==> src/rtl/ef_smsdac_tree_enc8.sv <==
// Tree-structured first-order mismatch-shaping encoder: 0..8 code -> 8 unit-element enables.
// Optional EF_SMSDAC_SHAPE_BYPASS_EN adds shape_en, which selects a plain thermometer output.
module ef_smsdac_tree_enc8 (
  input  logic       clk,
  input  logic       rst_b,
  input  logic       en,
`ifdef EF_SMSDAC_SHAPE_BYPASS_EN
  input  logic       shape_en,
`endif
  input  logic [3:0] din,
  input  logic [6:0] r,
  output logic [7:0] dout,
  output logic       sat
);

  typedef struct packed {
    logic [1:0] a_nxt;
    logic [3:0] up;
    logic [3:0] lo;
  } blk_t;

  localparam logic [1:0] A_ZERO = 2'b00;
  localparam logic [1:0] A_POS  = 2'b01;
  localparam logic [1:0] A_NEG  = 2'b11;

  // One switching block. The odd unit goes up when s=+1, down when s=-1.
  // The unreachable code 2'b10 falls through to the a=0 branch.
  function automatic blk_t sw_block(input logic [3:0] c, input logic [1:0] a, input logic rb);
    blk_t o;
    logic up_gets_odd;
    up_gets_odd = 1'b0;
    o.a_nxt = a;
    o.up    = c >> 1;
    o.lo    = c >> 1;
    if (c[0]) begin
      if (a == A_POS) begin
        up_gets_odd = 1'b0;
        o.a_nxt     = A_ZERO;
      end else if (a == A_NEG) begin
        up_gets_odd = 1'b1;
        o.a_nxt     = A_ZERO;
      end else begin
        up_gets_odd = rb;
        o.a_nxt     = rb ? A_POS : A_NEG;
      end
      if (up_gets_odd) o.up = o.up + 4'd1;
      else             o.lo = o.lo + 4'd1;
    end
    return o;
  endfunction

  logic [3:0] c1;
  logic [1:0] a_reg  [7];
  logic [1:0] a_next [7];
  logic [3:0] c_l2   [2];
  logic [3:0] c_l3   [4];
  logic [7:0] shaped;
  logic [7:0] dout_next;
  logic       state_upd;
  logic [7:0] dout_reg;
  logic       sat_reg;

  assign c1 = (din > 4'd8) ? 4'd8 : din;

  // Block numbering follows r: 0 = layer 1, 1..2 = layer 2, 3..6 = layer 3.
  blk_t l1;
  assign l1        = sw_block(c1, a_reg[0], r[0]);
  assign a_next[0] = l1.a_nxt;
  assign c_l2[0]   = l1.lo;
  assign c_l2[1]   = l1.up;

  generate
    for (genvar gi = 0; gi < 2; gi++) begin : g_l2
      blk_t res;
      assign res              = sw_block(c_l2[gi], a_reg[1+gi], r[1+gi]);
      assign a_next[1+gi]     = res.a_nxt;
      assign c_l3[2*gi]       = res.lo;
      assign c_l3[2*gi+1]     = res.up;
    end

    // Leaf counts are 0 or 1, so OR-reducing yields the element enable.
    for (genvar gi = 0; gi < 4; gi++) begin : g_l3
      blk_t res;
      assign res              = sw_block(c_l3[gi], a_reg[3+gi], r[3+gi]);
      assign a_next[3+gi]     = res.a_nxt;
      assign shaped[2*gi]     = |res.lo;
      assign shaped[2*gi+1]   = |res.up;
    end
  endgenerate

`ifdef EF_SMSDAC_SHAPE_BYPASS_EN
  logic [7:0] therm;
  generate
    for (genvar gi = 0; gi < 8; gi++) begin : g_therm
      assign therm[gi] = (c1 > 4'(gi));
    end
  endgenerate
  assign dout_next = shape_en ? shaped : therm;
  assign state_upd = shape_en;
`else
  assign dout_next = shaped;
  assign state_upd = 1'b1;
`endif

  always_ff @(posedge clk or negedge rst_b) begin
    if (!rst_b) begin
      dout_reg <= 8'h00;
      sat_reg  <= 1'b0;
      for (int k = 0; k < 7; k++) a_reg[k] <= A_ZERO;
    end else if (en) begin
      dout_reg <= dout_next;
      sat_reg  <= (din > 4'd8);
      if (state_upd) begin
        for (int k = 0; k < 7; k++) a_reg[k] <= a_next[k];
      end
    end
  end

  assign dout = dout_reg;
  assign sat  = sat_reg;

endmodule
==> config.mk <==
export PLATFORM = sky130hd
export DESIGN_NAME = ef_smsdac_tree_enc8
export DESIGN_NICKNAME = d
export VERILOG_FILES = /design/src/rtl/ef_smsdac_tree_enc8.sv
export SDC_FILE = /design/constraint.sdc
export NUM_CORES = 1
export LEC_CHECK = 0
export BUFFER_PORTS_ARGS = -buffer_cell sky130_fd_sc_hd__buf_2
export CAP_MARGIN = 20
export CORE_ASPECT_RATIO = 0.75
export CORE_MARGIN = 4
export CORE_UTILIZATION = 35
export CTS_CLUSTER_SIZE = 16
export DETAILED_ROUTE_END_ITERATION = 16
export SLEW_MARGIN = 20
export SYNTH_ARGS = -nofsm -noshare
export SYNTH_HDL_FRONTEND = slang
export SYNTH_SLANG_ARGS = --single-unit
==> constraint.sdc <==
create_clock -name clk -period 7.15 [get_ports clk]
set_input_delay 1.43 -clock clk [delete_from_list [all_inputs] [get_ports clk]]
set_output_delay 1.43 -clock clk [all_outputs]
set_load 0.02 [all_outputs]
* After elaboration in Yosys (flattened, before gate mapping)
Cells that the tools add are included.
** Cells by class
- Add/sub/neg operators :: 7
- $lt $le $gt $ge :: 1
- Equality and inequality tests :: 14
- Mux-type cells :: 64
- Reduce and logical (&&, ||, !) cells :: 15
** Operators with widths (count)
- 2-to-1 mux 4 bit :: 15
- 2-to-1 mux 8 bit :: 7
- 2-to-1 mux 2 bit :: 21
- OR reduction 4 bit :: 8
- adder 3 x 1 -> 4 bit, second input constant :: 7
- 2-to-1 mux 1 bit :: 21
- equality test 2 x 1 -> 1 bit, second input constant :: 7
- equality test 2 bit, second input constant :: 7
- AND reduction 2 bit :: 7
- > comparator 4 bit, second input constant :: 1
** Storage, ports and cells
- Flip-flop bits (word level) :: 23
- Logic and storage cells :: 110

* Logic depth before layout (Yosys ltp)
Gate-level depths: netlist of run 1.
- Word-level depth :: 13
- Gate-level depth with buffers :: 17

* Least setup slack after synthesis of run 1
Ideal clock, no wire load.
- Path kind :: input to register
- Start :: input din[1]
- End :: register dout_reg[6], in the netlist dout[6]
- Library setup time :: 0.141 ns
- Arrival :: 4.542 ns
- Data required time :: 7.009 ns
- Slack :: 2.467 ns
- Stages :: 17
- Path buffers :: 2
- Cells stage by stage :: clkbuf_1 > clkbuf_1 > nor2b_1 > ha_1 > nand2b_1 > nor3_1 > nor2_1 > inv_2 > ha_1 > mux2_2 > ha_1 > nor2_1 > a21oi_1 > a21oi_1 > mux2i_1 > mux2i_1 > a31oi_1
** Between the ends
- Longest elaborated chain between the ends :: 12
** RTL lines
- from (decl) :: RTL line 10 : input logic [3:0] din,
- > comparator 4 bit :: RTL line 63 : assign c1 = (din > 4'd8) ? 4'd8 : din;
- 2-to-1 mux 4 bit (*) :: RTL line 63
- adder 3 x 1 -> 4 bit :: RTL line 46 : if (up_gets_odd) o.up = o.up + 4'd1;
- 2-to-1 mux 4 bit :: RTL line 46
- 2-to-1 mux 8 bit (*) :: RTL line 35 : if (c[0]) begin
- adder 3 x 1 -> 4 bit :: RTL line 46
- 2-to-1 mux 4 bit :: RTL line 46
- 2-to-1 mux 8 bit (*) :: RTL line 35
- adder 3 x 1 -> 4 bit :: RTL line 47 : else o.lo = o.lo + 4'd1;
- 2-to-1 mux 4 bit :: RTL line 46
- 2-to-1 mux 8 bit (*) :: RTL line 35
- OR reduction 4 bit (*) :: RTL line 86 : assign shaped[2*gi] = |res.lo;
- to (signal assigned) :: RTL line 111 : dout_reg <= dout_next;
- to (decl) :: RTL line 60 : logic [7:0] dout_reg;
Every way passes the cells marked *; elsewhere a longest branch is shown, timed or not.
A chain may end at the register's enable or synchronous reset.

* Final worst setup path of run 1
- Start :: input din[3]
- End :: register dout_reg[6], in the netlist dout[6]
Same word-level chain as after synthesis.

==> results.yml, run 1 <==
run_status:
  status: "finished clean"
sta:
  tightest_slew_ns: 0.632
  maxSlewViolCount: 0
  slew_headroom: 0.567
  fin_skew_ns: 0.00146
  rsz0062_at_grt: "false"
  setup_violations: 0
  min_period_over_period: 0.640
  tns_ns: 0
  hold_viol_final: 0
  period_needed_ns: 4.58
  fmax_ghz: 0.218
worst_setup_path:
  path_buf_inv: 2
  critPathTopFamily: "adder cells"
  critPathArrivalTime_ns: 4.72
  crit_top_cell: "ha_1"
  slowest_stage: "nor2_1"
  critPathKind: "in -> reg"
  worstPathMaxFanout: 16
  worstSetupStartpointType: "input pin"
  end_kind: "flop"
  worstPathCellList: "buf_2, nor2b_1, ha_1, nand2b_1, nor3_1, nor2_1, inv_2, ha_1, mux2_2, ha_1, nor2_1, a21oi_1, a21oi_1, mux2i_1, mux2i_1, a31oi_1"
  required_ns: 7.29
  cpPeakStageDelay_ns: 0.44
route:
  dr.pass1.iters: 4
  wl_mm: 3.88
  vias_per_cell: 5.48
  vias: 1497
  drc: 0
  wl_per_cell_um: 14.2
  first_iter_violations: 160
  postRouteAntennaNets: 0
cts:
  cts.path.max_buffers: 2
  ctsHoldBuffers: 0
  htree_levels: 1
  cts_resized: 0
  clock-sinks: 23
  cts_tree: "built"
  path_clk_slew_ns: 0.08
  root_buffer: "clkbuf_8"
  postCtsSetupRepairBufs: 0
  insertion_delay_ns: 0.26
  cts_buffers: 3
finish:
  nets: 237
  regArea_sq_um: 576
  nFillCells: 468
  fin_cells: 273
  antenna_cells: 0
  largest_reg_flops: 14
  drive_gt1_frac: 0.185
  post-route-util: 0.420
  multiInputGateArea_sq_mm: 0.00112
  syn_to_final_growth_pct: 11.6
synth:
  synthTopCellsByCount: "23 x dfrtp_1, 22 x nor2_1, 18 x nand2_1"
  netlist_instances: 197
  yosys_register_bits: 23
  synth.most_common_cell: "dfrtp_1"
  synth.top_cell.area_share: 0.331
  synth_top_cell_by_area: "dfrtp_1"
  yosysSeqAreaShare: 0.331
  synth_area_per_cell_sq_um: 8.83
  synth_cell_type_count: 43
  synth-edff-count: 0
  synth-async-reset-ratio: 1.00
  ys.flop_type: "dfrtp_1"
  synth_area_sq_mm: 0.00174
  ys_top_cells_by_area: "dfrtp_1 33%, mux2_2 5.2%, nor2_1 4.7%, mux2i_1 4.6%, ha_1 4.3%"
  ys.warnings.count: 0
  syn-num-nets: 217
global_routing:
  grtUsageTotal: 0.127
  grt_pass1_vias: 1272
  grt_max_degree: 24
  antenna_found_initial: 0
  grt_overflow: 0
  grt_pass1_wl_mm: 6.36
floorplanning:
  dieArea_sq_mm: 0.00617
  rows: 21
  die_w_um: 89.4
  design.core.area_sq_mm: 0.00462
  ioPinCount: 23
  initial_core_util: 0.376
  die_h_um: 69.0
placement:
  dp_cells: 269
  post-dp-hpwl_mm: 2.96
  gp_congestion: 0.849
  portBuffers: 22
power_and_ir_drop:
  switching_share: 0.414
  cellLeakagePower_nw: 0.820
  power_density_mw_per_mm2: 290
  p_sw_uw: 233
  ir_worst_vdd_mv: 0.0989
  power.total_uw: 563
  clkPwrFrac: 0.146
  intPower_uw: 330
  combPwrFrac: 0.457
  pwr-share-seq: 0.397
job:
  drv_cap: 0
min_path:
  worst_hold_path_type: "reg -> reg"
-- layer usage --
metal  wire length [um]  GRT usage  up-vias  share of wire
met5                  0          0        -              0
met4                 20     0.0198        0         0.0052
met3                193     0.0333        2          0.050
met2               1500      0.164       27           0.39
met1               2170      0.210      686           0.56
li1                   -          -      782              -
-- power by group through the flow --
stage                     Clock [mW]  Sequential (mW)  Combinational (mW)
after floorplan                    0            0.232               0.189
after global placement             0            0.223               0.256
after detailed placement           0            0.226               0.257
after CTS                     0.0875            0.223               0.258
after global routing          0.0915            0.229               0.285
final                         0.0822            0.223               0.257
-- final timing paths --
kind                                start  cells past startpoint  slack [ns]        end
worst min-delay path             a_reg[9]                      2        0.48   a_reg[9]
max in group asynchronous           rst_b                      1        5.66  a_reg[11]
worst max register to register  a_reg[12]                     13        3.76    dout[6]
min in group asynchronous           rst_b                      1        1.13   a_reg[3]
worst max-delay path               din[3]                     16        2.57    dout[6]
worst min register to register   a_reg[9]                      2        0.48   a_reg[9]
-- area by class of cell --
cell class              instances  share of cell area
clock buffers                   3              0.0213
clock inverters                 1             0.00258
inverters                       5             0.00967
multi-input cells             162               0.576
flip-flops and latches         23               0.297
well taps                      57              0.0368
repair buffers                 22              0.0567
-- metrics by stage --
stage	cell area (sq um)	worst slack (ns)	hold slack, ns
3_3_place_gp	1890	2.47	0.462
3_5_place_dp	1890	2.38	0.473
5_1_grt	1940	2.31	0.518
2_1_floorplan	1740	2.47	0.443
6_report	1940	2.57	0.484
4_1_cts	1940	2.65	0.494
-- placed cells by master, fill, tap and decap left out, drive strengths merged --
master  instances
dfrtp          23
nor2           22
buf            22
nand2          18
a21oi          12
mux2           11
mux2i           9
nor3            8
o21ai           8
o31ai           6
xnor2           6
ha              6
nor4            6
inv             5
a31oi           4
xor2            4
o221ai          4
a311oi          4
a211oi          4
nor2b           3
nand3           3
nand2b          3
and3            3
clkbuf          3
or3             3
and2            2
a32oi           2
a21o            2
a22oi           2
nand3b          1
a21boi          1
o211ai          1
o22ai           1
o311ai          1
nand4b          1
o41ai           1
clkinv          1
-- kinds of logic after synthesis --
family / count (synthesis) / synth area share
fa+ha+maj: 6 / 0.0432
xor+xnor: 10 / 0.0504
compound gates: 53 / 0.219
buf+inv: 12 / 0.0259
simple gates: 73 / 0.206
flops: 23 / 0.331
mux: 20 / 0.125
-- worst min-delay path, cell delays in order (launching register included) --
cell and delay [ns]:
dfrtp_1 0.35, nand2_1 0.05, o31ai_1 0.06
(Power assumes the default switching activity.)
==> run 2, diff against run 1 <==
==> constraint.sdc (replaced) <==
create_clock -name clk -period 4.12 [get_ports clk]
set_input_delay 0.824 -clock clk [delete_from_list [all_inputs] [get_ports clk]]
set_output_delay 0.824 -clock clk [all_outputs]
set_load 0.02 [all_outputs]
==> results.yml, run 2 (same netlist as run 1, synthesis figures left out) <==
finish:
  antenna_cells: 0
  post-route-util: 0.425
  regArea_sq_um: 576
  final_common_cell: "dfrtp_1"
  nets: 240
  nFillCells: 463
  multiInputGateArea_sq_mm: 0.00112
  syn_to_final_growth_pct: 12.9
  largest_reg_flops: 14
  final_cell_mix: "23 x dfrtp_1, 22 x nor2_1, 22 x buf_2, 18 x nand2_1, 11 x a21oi_1"
  drive_gt1_frac: 0.196
cts:
  root_buffer: "clkbuf_8"
  cts_resized: 0
  cts_buffers: 3
  cts_tree: "built"
  insertion_delay_ns: 0.27
  clock-sinks: 23
  cts.path.max_buffers: 2
  postCtsSetupRepairBufs: 0
  path_clk_slew_ns: 0.09
  htree_levels: 1
  ctsHoldBuffers: 0
global_routing:
  grt_overflow: 0
  antenna_found_initial: 0
  grtUsageTotal: 0.135
  grt_max_degree: 24
  grt_pass1_wl_mm: 6.71
  grt_pass1_vias: 1395
placement:
  post-dp-hpwl_mm: 3.04
  gp_congestion: 0.878
  portBuffers: 22
route:
  postRouteAntennaNets: 0
  wl_mm: 3.95
  first_iter_violations: 182
  dr.pass1.iters: 4
  wl_per_cell_um: 14.3
  vias: 1539
  vias_per_cell: 5.58
  drc: 0
min_path:
  hold_depth: 2
  worst_hold_path_type: "reg -> reg"
power_and_ir_drop:
  power_density_mw_per_mm2: 501
  cellLeakagePower_nw: 0.834
  ir_worst_vdd_mv: 0.171
  power.total_uw: 984
  pwr-share-seq: 0.392
  clkPwrFrac: 0.147
  switching_share: 0.415
  intPower_uw: 576
  combPwrFrac: 0.461
  p_sw_uw: 409
worst_setup_path:
  cp.depth: 16
  critPathArrivalTime_ns: 3.76
  critPathTopFamily: "adder cells"
  required_ns: 4.26
  cpPeakStageDelay_ns: 0.38
  crit_top_cell: "ha_1"
  worstSetupStartpointType: "input pin"
  worstPathMaxFanout: 16
  critPathKind: "in -> reg"
  rr_worst_depth: 12
  worstPathCellList: "buf_2, nor2b_1, ha_1, nand2b_1, nor3_1, nor2_1, inv_2, ha_1, mux2_2, ha_1, nor2_1, a21oi_1, a21oi_1, mux2i_1, mux2i_1, a31oi_1"
  path_buf_inv: 2
  end_kind: "flop"
  slowest_stage: "ha_1"
sta:
  tns_ns: 0
  period_needed_ns: 3.62
  min_period_over_period: 0.878
  tightest_slew_ns: 0.665
  fin_skew_ns: 0.00191
  rsz0062_at_grt: "false"
  setup_violations: 0
  maxSlewViolCount: 0
  fmax_ghz: 0.276
  hold_viol_final: 0
  slew_headroom: 0.544
job:
  drv_cap: 0
floorplanning:
  design.core.area_sq_mm: 0.00462
  ioPinCount: 23
  die_w_um: 89.4
  die_h_um: 69.0
  rows: 21
  initial_core_util: 0.376
  dieArea_sq_mm: 0.00617
run_status:
  status: "finished clean"
==> run 2: changes by cell type in the layout (fill, tap and decap cells not counted) <==
cell,change
buf_4,+3
==> run 2: final timing paths <==
kind | start | endpoint | slack [ns]
max reg2reg | a_reg[12] | dout[6] | 1.07
min reg2reg | a_reg[9] | a_reg[9] | 0.49
max | din[3] | dout[6] | 0.50
min in group asynchronous | rst_b | dout[4] | 0.53
max in group asynchronous | rst_b | dout[1] | 3.24
min | a_reg[9] | a_reg[9] | 0.49
==> run 2: layout make-up <==
cell class,count,share of cell area
inverter,5,0.00956
clock buffer,3,0.0210
sequential,23,0.293
clock inverter,1,0.00255
timing repair buffer,25,0.0676
multi-input combinational,162,0.570
tap,57,0.0363
==> run 2: metal layers <==
| layer | up-vias | global-route usage | wire length [um] |
|---|---|---|---|
| li1 | 783 | - | - |
| met1 | 717 | 0.215 | 2130 |
| met2 | 37 | 0.182 | 1550 |
| met3 | 2 | 0.0357 | 245 |
| met4 | 0 | 0.0215 | 19 |
| met5 | - | 0 | 0 |
==> run 2: power by group through the flow <==
stage          Clock [mW]  Sequential, mW  Combinational [mW]
2_1_floorplan           0           0.402               0.329
5_1_grt             0.163           0.399               0.506
6_report            0.145           0.386               0.454
4_1_cts             0.152           0.386               0.453
3_3_place_gp            0           0.389               0.449
3_5_place_dp            0           0.390               0.451
==> run 2: stage by stage <==
stage	cells	hold WS, ns	cell area (sq um)	setup WS (ns)
6_report	276	0.489	1960	0.502
3_5_place_dp	272	0.471	1920	0.243
5_1_grt	276	0.533	1960	0.180
4_1_cts	276	0.494	1960	0.527
2_1_floorplan	197	0.443	1740	0.0435
3_3_place_gp	272	0.467	1920	0.327
==> run 2: worst register-to-register path, stage by stage, from the launching register on <==
cell and delay (ns):
dfrtp_1 0.44, mux2_2 0.40, a31oi_1 0.28, inv_1 0.13
ha_1 0.39, mux2_2 0.31, ha_1 0.31, nor2_1 0.14
a21oi_1 0.08, a21oi_1 0.12, mux2i_1 0.09, mux2i_1 0.13
a31oi_1 0.09
